==> config.mk <==
export PLATFORM = sky130hd
export DESIGN_NAME = latch_write_arbiter
export DESIGN_NICKNAME = d
export VERILOG_FILES = /design/src/rtl/latch_ctrl_pkg.sv /design/src/rtl/latch_write_arbiter_rr_arbiter.sv /design/src/rtl/latch_write_arbiter.sv
export SDC_FILE = /design/constraint.sdc
export NUM_CORES = 1
export LEC_CHECK = 0
export CELL_PAD_IN_SITES_DETAIL_PLACEMENT = 0
export CELL_PAD_IN_SITES_GLOBAL_PLACEMENT = 1
export CORE_MARGIN = 2
export CORE_UTILIZATION = 30
export CTS_CLUSTER_DIAMETER = 150
export DETAILED_ROUTE_END_ITERATION = 10
export PLACE_DENSITY = 0.84
export SLEW_MARGIN = 20
export SYNTH_ARGS = -nofsm -noshare
export SYNTH_HDL_FRONTEND = slang
export SYNTH_HIERARCHICAL = 1
export SYNTH_SLANG_ARGS = --single-unit
==> constraint.sdc <==
create_clock -name clk -period 3.36 [get_ports clk]
set_clock_uncertainty 0.1 [all_clocks]
set_input_delay 0.336 -clock clk [delete_from_list [all_inputs] [get_ports clk]]
set_output_delay 0.336 -clock clk [all_outputs]
set_load 0.05 [all_outputs]
==> src/rtl/latch_ctrl_pkg.sv <==
// Shared constants and width helpers for the latch write arbiter.
package latch_ctrl_pkg;

   localparam logic [1:0] ST_IDLE  = 2'd0;
   localparam logic [1:0] ST_SETUP = 2'd1;
   localparam logic [1:0] ST_GATE  = 2'd2;
   localparam logic [1:0] ST_HOLD  = 2'd3;

   // Counter width able to hold the value PULSE.
   function automatic int pulse_cnt_width(input int pulse);
      return $clog2(pulse + 1);
   endfunction

   // Index width for a requester vector, never narrower than one bit.
   function automatic int idx_width(input int n);
      return (n > 1) ? $clog2(n) : 1;
   endfunction

endpackage

==> src/rtl/latch_write_arbiter_rr_arbiter.sv <==
// Combinational round-robin pick: the first set request at or after ptr, wrapping.
module rr_arbiter
   import latch_ctrl_pkg::*;
#(
   parameter int NREQ = 4,
   parameter int IDXW = idx_width(NREQ)
) (
   input  logic [NREQ-1:0] req,
   input  logic [IDXW-1:0] ptr,
   output logic [NREQ-1:0] win_onehot,
   output logic [IDXW-1:0] win_idx,
   output logic            any_req
);

   // Walk the requesters starting at ptr and keep the first one found.
   always_comb begin
      int cand;
      logic found;
      logic [IDXW-1:0] cand_idx;
      win_onehot = '0;
      win_idx    = '0;
      found      = 1'b0;
      cand       = 0;
      cand_idx   = '0;
      for (int k = 0; k < NREQ; k++) begin
         cand     = (int'(ptr) + k) % NREQ;
         cand_idx = IDXW'(cand);
         if (!found && req[cand_idx]) begin
            found                = 1'b1;
            win_onehot[cand_idx] = 1'b1;
            win_idx              = cand_idx;
         end
      end
   end

   assign any_req = |req;

endmodule

==> src/rtl/latch_write_arbiter.sv <==
// Shares one D-latch bank among NREQ requesters: round-robin grant, data
// capture, then a setup / gate pulse / hold sequence on the bank's D and C.
module latch_write_arbiter
   import latch_ctrl_pkg::*;
#(
   parameter int NREQ  = 4,
   parameter int WIDTH = 8,
   parameter int PULSE = 2
) (
   input  logic                    clk,
   input  logic                    rst_n,
   input  logic [NREQ-1:0]         req,
   input  logic [NREQ*WIDTH-1:0]   wdata,
   output logic [NREQ-1:0]         grant,
   output logic [NREQ-1:0]         done,
   output logic [WIDTH-1:0]        latch_d,
   output logic                    latch_c,
   output logic                    busy
);

   localparam int IDXW = idx_width(NREQ);
   localparam int CW   = pulse_cnt_width(PULSE);

   generate
      if (PULSE < 1) begin : g_bad_pulse
         $error("latch_write_arbiter: PULSE must be at least 1");
      end
      if (NREQ < 2 || NREQ > 8) begin : g_bad_nreq
         $error("latch_write_arbiter: NREQ must be in 2..8");
      end
   endgenerate

   logic [1:0]       state;
   logic [IDXW-1:0]  ptr;
   logic [CW-1:0]    cnt;
   logic [NREQ-1:0]  win_onehot;
   logic [IDXW-1:0]  win_idx;
   logic             any_req;
   logic [WIDTH-1:0] win_data;
   logic             start;

   rr_arbiter #(
      .NREQ (NREQ),
      .IDXW (IDXW)
   ) u_rr (
      .req        (req),
      .ptr        (ptr),
      .win_onehot (win_onehot),
      .win_idx    (win_idx),
      .any_req    (any_req)
   );

   // Mux out the winner's data slice so it can be captured at grant.
   always_comb begin
      win_data = '0;
      for (int i = 0; i < NREQ; i++) begin
         if (win_onehot[i]) begin
            win_data = wdata[i*WIDTH +: WIDTH];
         end
      end
   end

   // latch_c and done are registered from the phase, so they trail the state by
   // one edge; arbitration therefore waits until the done pulse has drained,
   // which gives the visible idle cycle between transactions.
   assign start = (state == ST_IDLE) && !(|done) && any_req;

   // Phase sequencing, pulse counting, data capture and all registered outputs.
   always_ff @(posedge clk) begin
      if (!rst_n) begin
         state   <= ST_IDLE;
         ptr     <= '0;
         cnt     <= '0;
         grant   <= '0;
         done    <= '0;
         latch_d <= '0;
         latch_c <= 1'b0;
         busy    <= 1'b0;
      end else begin
         latch_c <= (state == ST_GATE);
         done    <= (state == ST_HOLD) ? grant : '0;
         case (state)
            ST_IDLE: begin
               if (start) begin
                  state   <= ST_SETUP;
                  grant   <= win_onehot;
                  latch_d <= win_data;
                  busy    <= 1'b1;
                  ptr     <= (win_idx == IDXW'(NREQ - 1)) ? '0 : win_idx + IDXW'(1);
               end else begin
                  grant <= '0;
                  busy  <= 1'b0;
               end
            end
            ST_SETUP: begin
               state <= ST_GATE;
               cnt   <= CW'(1);
            end
            ST_GATE: begin
               if (cnt == CW'(PULSE)) begin
                  state <= ST_HOLD;
                  cnt   <= '0;
               end else begin
                  cnt <= cnt + CW'(1);
               end
            end
            ST_HOLD: begin
               state <= ST_IDLE;
            end
            default: begin
               state <= ST_IDLE;
            end
         endcase
      end
   end

endmodule

# Word-level counts from Yosys, hierarchy flattened
# Cells that the tools add are included.
totals:
  elab_cells: 90
  reg_bits: 24
classes:
  n_reduce_logical: 20
  addsub: 5
  eq_ne: 7
  n_mux: 39
  order_cmp: 8
  bitwise: 3
ops:
  columns: ["operator", "count"]
  rows:
  - ["2-to-1 mux 8 bit", 4]
  - ["2-to-1 mux 4 bit", 5]
  - ["2-to-1 mux 2 bit", 8]
  - ["less-than comparator 2 x 3 -> 1 bit, second input constant", 4]
  - ["2-to-1 mux 1 bit", 12]
  - ["OR 4 bit", 3]
  - ["logical AND 1 bit", 9]
  - ["binary-select mux 1 bit (select 2 bit)", 4]
  - ["demux 1 bit (select 2 bit)", 4]
  - ["equality test 2 bit, second input constant", 4]
  - [">= comparator 2 x 1 -> 1 bit, second input constant", 4]
  - ["case mux 2 bit (4 select lines)", 1]
  - ["OR reduction 4 bit", 2]
  - ["adder 2 x 1 -> 2 bit, second input constant", 3]
  - ["AND reduction 2 bit", 3]
  - ["adder 2 bit, second input constant", 2]
  - ["logical NOT 1 bit", 4]
  - ["case mux 2 bit (2 select lines)", 1]
  - ["equality test 2 x 1 -> 1 bit, second input constant", 1]
  - ["logical NOT 2 bit", 1]
  - ["!= test 2 x 1 -> 1 bit, second input constant", 1]
  - ["!= test 2 bit, second input constant", 1]
  - ["nonzero test 2 bit", 1]

# Logic depth before layout (Yosys ltp)
depth:
  ltp_word: 16
  mapped_depth: 12
  ltp_nobuf: 9

# Modules after synthesis
# The synthesis kept the hierarchy.
by_module_without_submodules:
  columns: ["mod", "area_per_inst_um2", "n_inst", "cells_each", "seq_area_each_um2"]
  rows:
  - ["latch_write_arbiter", 1253.7, 1, 145, 480.5]
  - ["rr_arbiter", 411.6, 1, 49, 0.0]

# Worst setup path after synthesis
# OpenSTA, ideal clock, no wires.
synth_path:
  kind: "reg2reg"
  from: "reg ptr[0]"
  to: "reg latch_d[6]"
  t_arrival_ns: 2.974
  stages_incl_launch_ff: 13
  period_less_slack_ns: 3.133
  path_buffers: 3
  setup_slack_ns: 0.227
  setup_ns: 0.059
  path_cell_list: "dfxtp_1 buf_2 inv_1 ha_1 mux4_2 nor4b_4 a22oi_1 o21ai_1 buf_2 clkbuf_1 a21oi_1 a221oi_1 o221a_2"
synth_between:
  word_cells_on_any_way: 51
  cone_classes: "add/sub (3); order compare (8); mux (27); bitwise (3); reduce/logical (10)"
synth_rtl:
  columns: ["element", "line", "text"]
  rows:
  - ["start: declaration", "latch_write_arbiter.sv:34", "logic [IDXW-1:0] ptr;"]
  - ["start signal: assignment", "latch_write_arbiter.sv:89", "ptr <= (win_idx == IDXW'(NREQ - 1)) ? '0 : win_idx + IDXW'(1);"]
  - ["parallel branches: the longest is 11 deep, another holds less-than comparator 2 x 3 -> 1 bit", null, null]
  - ["2-to-1 mux 4 bit (*)", "latch_write_arbiter_rr_arbiter.sv:28", "if (!found && req[cand_idx]) begin"]
  - ["net win_onehot[2]", "latch_write_arbiter.sv:36", "logic [NREQ-1:0] win_onehot;"]
  - ["2-to-1 mux 8 bit (*) (2 in a row)", "latch_write_arbiter.sv:57", "if (win_onehot[i]) begin"]
  - ["end signal: assignment", "latch_write_arbiter.sv:87", "latch_d <= win_data;"]
  - ["end: declaration", "latch_write_arbiter.sv:16", "output logic [WIDTH-1:0] latch_d,"]
# Mark *: on every way through the listed nets, which the timed path passes. The select of a mux whose other input is x is not followed.
# A chain may end at the register's enable or synchronous reset.

# Worst setup path after layout
layout_path:
  from: "in req[3]"
  to: "reg latch_d[5]"
layout_between:
  word_cells_on_any_way: 31
  cone_classes: "mux (19); bitwise (3); reduce/logical (9)"
layout_rtl:
  columns: ["element", "line", "text"]
  rows:
  - ["start: declaration", "latch_write_arbiter.sv:12", "input logic [NREQ-1:0] req,"]
  - ["binary-select mux 1 bit (select 2 bit)", "latch_write_arbiter_rr_arbiter.sv:28", null]
  - ["2-to-1 mux 1 bit (not written as such)", "latch_write_arbiter_rr_arbiter.sv:28", null]
  - ["2-to-1 mux 1 bit", "latch_write_arbiter_rr_arbiter.sv:28", null]
  - ["logical NOT 1 bit", "latch_write_arbiter_rr_arbiter.sv:28", null]
  - ["logical AND 1 bit", "latch_write_arbiter_rr_arbiter.sv:28", null]
  - ["2-to-1 mux 1 bit", "latch_write_arbiter_rr_arbiter.sv:28", null]
  - ["logical NOT 1 bit", "latch_write_arbiter_rr_arbiter.sv:28", null]
  - ["logical AND 1 bit", "latch_write_arbiter_rr_arbiter.sv:28", null]
  - ["2-to-1 mux 1 bit", "latch_write_arbiter_rr_arbiter.sv:28", null]
  - ["logical NOT 1 bit", "latch_write_arbiter_rr_arbiter.sv:28", null]
  - ["logical AND 1 bit", "latch_write_arbiter_rr_arbiter.sv:28", null]
  - ["2-to-1 mux 4 bit (*)", "latch_write_arbiter_rr_arbiter.sv:28", null]
  - ["net win_onehot[1]", "latch_write_arbiter.sv:36", null]
  - ["2-to-1 mux 8 bit (*) (3 in a row)", "latch_write_arbiter.sv:57", null]
# Mark *: on every way through the listed nets, which the timed path passes. The rest lies on a longest branch. The select of a mux whose other input is x is not followed.

==> flow_results.org <==
** Critical path
- Of all nets on the critical path, the largest fanout is 17.
- Worst R2R Setup Slack :: 420 ps
- Reg2reg end :: latch_d[5]
- Reg2reg path depth :: 9
- Capture point of the critical path :: latch_d[5]
- The critical path starts at req[3].
- Start of the worst register-to-register path :: ptr[0]
- The worst setup path is of the in2reg kind.
- Data on the critical path arrives at its endpoint at 3080 ps.
- Required time of the worst setup path :: 3480 ps
- Launching element type of the critical path :: input port
- STA classifies the critical path endpoint as a register.

** Clock network
- TritonCTS built the clock tree.
- The clock passes through at most 2 buffers.
- TritonCTS created 3 clock buffers.
- Clk root buf :: clkbuf_8
- Clock-pin slew was measured on the worst setup and hold paths at 90 ps.
- At the later pin of the worst-skew pair, clock insertion delay measures 270 ps.
- CTS Sinks :: 24
- Post-CTS Hold Fix Bufs :: 0
- Post-CTS repair timing setup buffer count :: 0
- In this run the number of H-tree levels came out at 1.
- Number of cells upsized or downsized after cts :: 0

** Placement
- In this run, placement finished with an instance count of 314.
- Placement Cell Area :: 0.00230 mm²
- HPWL after DPL :: 3350 µm
- Buffers placed on the I/O ports in this run total 55.
- At the end of routability-driven placement, the weighted congestion stood at 0.764.

** Timing
- Total negative setup slack :: 0 ps
- Worst relative slew slack :: 58.9%
- The clock period could shrink to 2960 ps.
- In the finished design, the share of the clock period the worst path needs comes to 88.1%.
- Setup violation total in the final timing report :: 0
- Final Hold Violating Endpoints :: 0
- At the pin with the least slew margin, the transition time is 615 ps.
- Based on the critical path, the design can be clocked at up to 338 MHz.
- RSZ-0062 raised after global routing :: false
- The total count of max-transition violations in the final report was 0.
- Final hold analysis gives a worst-case slack of 401 ps.

** Route
- For this run, the detailed router's first-pass iteration total came to 4.
- The detailed router finished its first iteration with 101 violations.
- Using the TritonRoute via totals, the vias-per-cell ratio works out to 5.13.
- Drt wl/cell :: 14.1 µm
- Summing over every cut layer, the via total after detailed routing is 1,631.
- Once detail routing completed, the nets flagged for antenna violations numbered 0.
- Wirelength, routed :: 4480 µm
- DRC :: 0

** Logic synthesis
- For this run, asynchronously set or reset flops after synthesis account for 0%.
- For this run, the register share of the synthesized area comes to 28.9%.
- Synth Instances :: 194
- For this run, the leading register cell type out of synthesis is dfxtp_1.
- The synthesized netlist occupies a cell area of 0.00167 mm².
- Net count after synthesis :: 242
- Count of yosys warnings during synthesis :: 6
- In this run, synthesis inferred 0 flip-flops with an integrated enable.
- Post-synthesis average cell area :: 8.58 µm²
- Flip-flop and latch count after synthesis :: 24
- Yosys mapped the design onto 36 distinct sky130hd cell types.

** Power and ir drop
- Seq pwr share :: 21.7%
- Net switching fraction of the power :: 45.3%
- Internal power comes to 1.07 mW.
- Leakage power :: 0.925 nW
- Peak supply drop :: 0.456 mV
- Pwr/cell area :: 826 mW/mm²
- Total power :: 1.96 mW
- Of the total power, combinational logic draws 65.3%.
- The share of total power dissipated in the clock network is 13.1%.
- The analysis attributes to net switching a power of 0.885 mW.

** Die
- Die width :: 78.5 µm
- The region available for standard cell placement spans 0.00544 mm².
- I/O pin count :: 56
- Area enclosed by the die boundary :: 0.00616 mm²
- Starting Density :: 30.6%
- Cell row count :: 27
- The die is 78.5 µm tall.

** Finish
- The finished cells cover 0.00237 mm².
- In the final layout, the share of cells above drive strength 1 is 11.8%.
- Growth of design area from synthesis to finish :: 42.2%
- After the last flow step, the layout net total stands at 295.
- Cell Count, Final, Fillers Out :: 318
- After filler insertion, the fill cell instance count of the layout stands at 540.
- Diodes inserted :: 0

** GRT
- Entering global routing, the biggest net connects 19 pins.
- The initial antenna violation count was 0.
- Overall overflow remaining after global route :: 0
- The via count of the first global-routing pass came to 1,576.
- For this run, the total global-route usage over all layers was measured as 14.9%.
- The first global-routing pass estimated 7390 µm of wire.

** Run status
- Outcome :: complete, no violations

** Min path
- Min-Delay Path Depth :: 2
- The min-delay analysis places its worst path in the category reg2reg.

** Run
- Max-cap violations in this run came to 0.
## cells in the final DEF (no fill, tap or decap), drive strengths merged, types with 3 or more instances in the layout
cell type       n
a221oi          9
o21ai          10
nand3          14
nand2b          8
nor2b           4
ha             10
nand2          10
a21oi          15
a22oi           8
nor2            7
o221a           9
mux4            4
clkdlybuf4s50  55
buf             7
dfxtp          24
and3            4
clkbuf          3
inv            14
nand3b          9
## cell type report
class,instances,area (µm²),area share (%)
Multi-Input combinational cell,142,1070,45.2
Timing Repair Buffer,62,603,25.5
Sequential cell,24,480,20.3
Tap cell,72,90.1,3.80
Inverter,14,52.6,2.22
Clock buffer,3,41.3,1.74
Clock inverter,1,30.0,1.27
## power groups by stage
stage | sequential [mW] | combinational [mW] | clock [mW]
floorplan | 0.629 | 0.726 | 0
detailed placement | 0.429 | 1.28 | 0
global route | 0.435 | 1.40 | 0.273
global placement | 0.433 | 1.25 | 0
finish | 0.424 | 1.28 | 0.255
CTS | 0.425 | 1.28 | 0.261
## synth_stat cells, types with 2 or more instances
library cell  instances  area share, %
or4_1                 2           0.90
o211ai_1              2           0.90
ha_1                 10            7.5
a22oi_1               8            3.6
o221a_2               9            6.1
and3_1                4            1.5
buf_2                 7            2.1
nor2b_1               4            1.5
inv_1                14            3.2
o21a_1                2           0.90
nor2_1                6            1.4
nand2b_1              8            3.0
nand3b_1              9            4.1
dfxtp_1              24             29
mux2i_1               2            1.2
nand2_1              10            2.3
clkbuf_1              7            1.6
and3b_1               2            1.1
mux4_2                4            5.4
o21ai_0               9            2.7
nand3_1              14            4.2
a21oi_1              15            4.5
a221oi_1              9            4.7
## state kept, by name, summed over array words and instances (netlist names)
register  cells
grant         4
state         2
latch_d       8
cnt           2
latch_c       1
done          4
ptr           2
busy          1
## layer usage
layer | vias up | part of all wire [%] | GRT usage, %
met1 | 752 | 48 | 20.7
met2 | 39 | 46 | 23.2
met4 | 0 | 1.1 | 4.74
met3 | 4 | 5.1 | 2.99
li1 | 836 | - | -
met5 | - | 0 | 0
## critical path: stages
cell and delay, ps:
clkdlybuf4s50_1 500, mux4_2 650, nor4b_4 420, a22oi_1 110
o21ai_0 110, buf_4 240, a21oi_1 80, a221oi_1 380
o221a_2 250
## worst min path at each step
stage / endpoint / slack [ps] / from
final: grant[2] / 400 / grant[2]
after detailed placement: grant[0] / 380 / grant[0]
after global routing: state[1] / 430 / state[1]
after global placement: state[1] / 390 / state[1]
after floorplan: state[1] / 370 / state[1]
after CTS: grant[2] / 400 / grant[2]
## logic make-up (layout without fill, tap and decap cells)
| family | after synthesis | in the layout | synth area share, % |
|---|---|---|---|
| flip-flops | 24 | 24 | 28.9 |
| AND/OR/NAND/NOR | 66 | 66 | 23.9 |
| multiplexers | 6 | 6 | 6.61 |
| AO/OA/AOI/OAI | 60 | 60 | 26.3 |
| adder cells (fa/ha/maj) | 10 | 10 | 7.51 |
| buffers and inverters | 28 | 80 | 6.84 |
## through the flow
step	setup slack, ps	util (%)
CTS	433	43.5
detailed placement	144	42.2
finish	401	43.5
global route	189	43.5
floorplan	227	-
global placement	184	42.2
Power figures use the tool's default switching activity.
==> variant (same flow settings) <==
Make the reset (`rst_n`) asynchronous in one clocked block.
--- a/src/rtl/latch_write_arbiter.sv
+++ b/src/rtl/latch_write_arbiter.sv
@@ -66,7 +66,7 @@
    assign start = (state == ST_IDLE) && !(|done) && any_req;
 
    // Phase sequencing, pulse counting, data capture and all registered outputs.
-   always_ff @(posedge clk) begin
+   always_ff @(posedge clk or negedge rst_n) begin
       if (!rst_n) begin
          state   <= ST_IDLE;
          ptr     <= '0;
Function: differs if rst_n is asserted again (counterexample within 4 cycles, from zero or initial values and one cycle with rst_n low); with rst_n held inactive, the same outputs for 10 cycles.
==> variant against the unedited design <==
  * Non-clock buffer count unchanged
  * Sequential share of layout area up 5.1 points
  * Design area about the same
  * Utilization down 0.29 points
  * Largest power group unchanged
  * Total power up 31%
  * Sequential cell count unchanged
  * Clock power down 24%
  * Area after synthesis up 1.5%
  * Critical path type is now register to register
  * Critical path depth unchanged
  * Hold slack better by 0.0058 ns
  * Worst setup slack better by 0.083 ns
  * Die area up 1.4%
  * Routed wire length down 5.5%
==> variant: results (changes against the unedited design) <==
* Outcome: finished, final reports clean
* Met3 Use GR at 2.73% (-0.26 points)
* Post-DR vias/cell at 5.19 (+1.1%)
* Post-synth cell types at 38 (+5.6%)
* Adder-cell share of the synthesized area at 7.40% (-0.11 points)
* Worst vdd ir at 391 uV (-14%)
* Comb_multi_in at 121 (-15%)
* Clock net power at 0.000193 W (-24%)
* Post-synthesis async set-or-reset flop share at 100% (+100 points)
* 1st-iter DRT viols at 118 (+17%)
* Final Cell Area at 2370 sq um (about the same)
* Psw at 0.00124 W (+41%)
* Area contributors post-synth: dfrtp_1 36%, ha_1 7.4%, mux4_2 5.3%
* GP Congestion at 0.851 (+11%)
* Mux contribution to synthesized area at 8.51% (+1.9 points)
* # clk buffers at 4 (+1)
* Critical Path AT at 2.96 ns (-0.12 ns)
* Sequential power at 0.000496 W (+17%)
* HPWL Detailed at 3260 microns (-2.7%)
* Die X at 79.1 microns (+0.71%)
* Clock network share of area at 2.33% (-0.69 points)
* Final-stage net count at 276 (-6.4%)
* Met2 WL at 1900 microns (-7.1%)
* Final wirelength at 4230 microns (-5.5%)
* Multi-input logic area at 961 sq um (-10%)
## variant: worst paths after layout
check	from	end	slack [ns]	depth (start not counted)
worst max-delay path	ptr[0]	latch_d[4]	0.48	9
worst min-delay path	busy	busy	0.41	1
worst max register to register	ptr[0]	latch_d[4]	0.48	9
worst min register to register	busy	busy	0.41	1
max in group asynchronous	rst_n	latch_d[3]	2.34	2
min in group asynchronous	rst_n	latch_d[0]	0.47	2
## variant: metrics by stage
| stage | power [W] | setup WS (ns) | hold slack (ns) |
|---|---|---|---|
| 2_1_floorplan | 0.00191 | 0.236 | -0.0596 |
| 3_3_place_gp | 0.00233 | 0.344 | 0.390 |
| 3_5_place_dp | 0.00237 | 0.241 | 0.394 |
| 4_1_cts | 0.00257 | 0.486 | 0.413 |
| 5_1_grt | 0.00278 | 0.229 | 0.461 |
| 6_report | 0.00255 | 0.484 | 0.407 |
## variant: repair_timing
action / CTS / global route
hold endpoints to repair: 0 / 24
setup endpoints to repair: 0 / 0
hold buffers: 0 / 1
gates resized for setup: 0 / 0
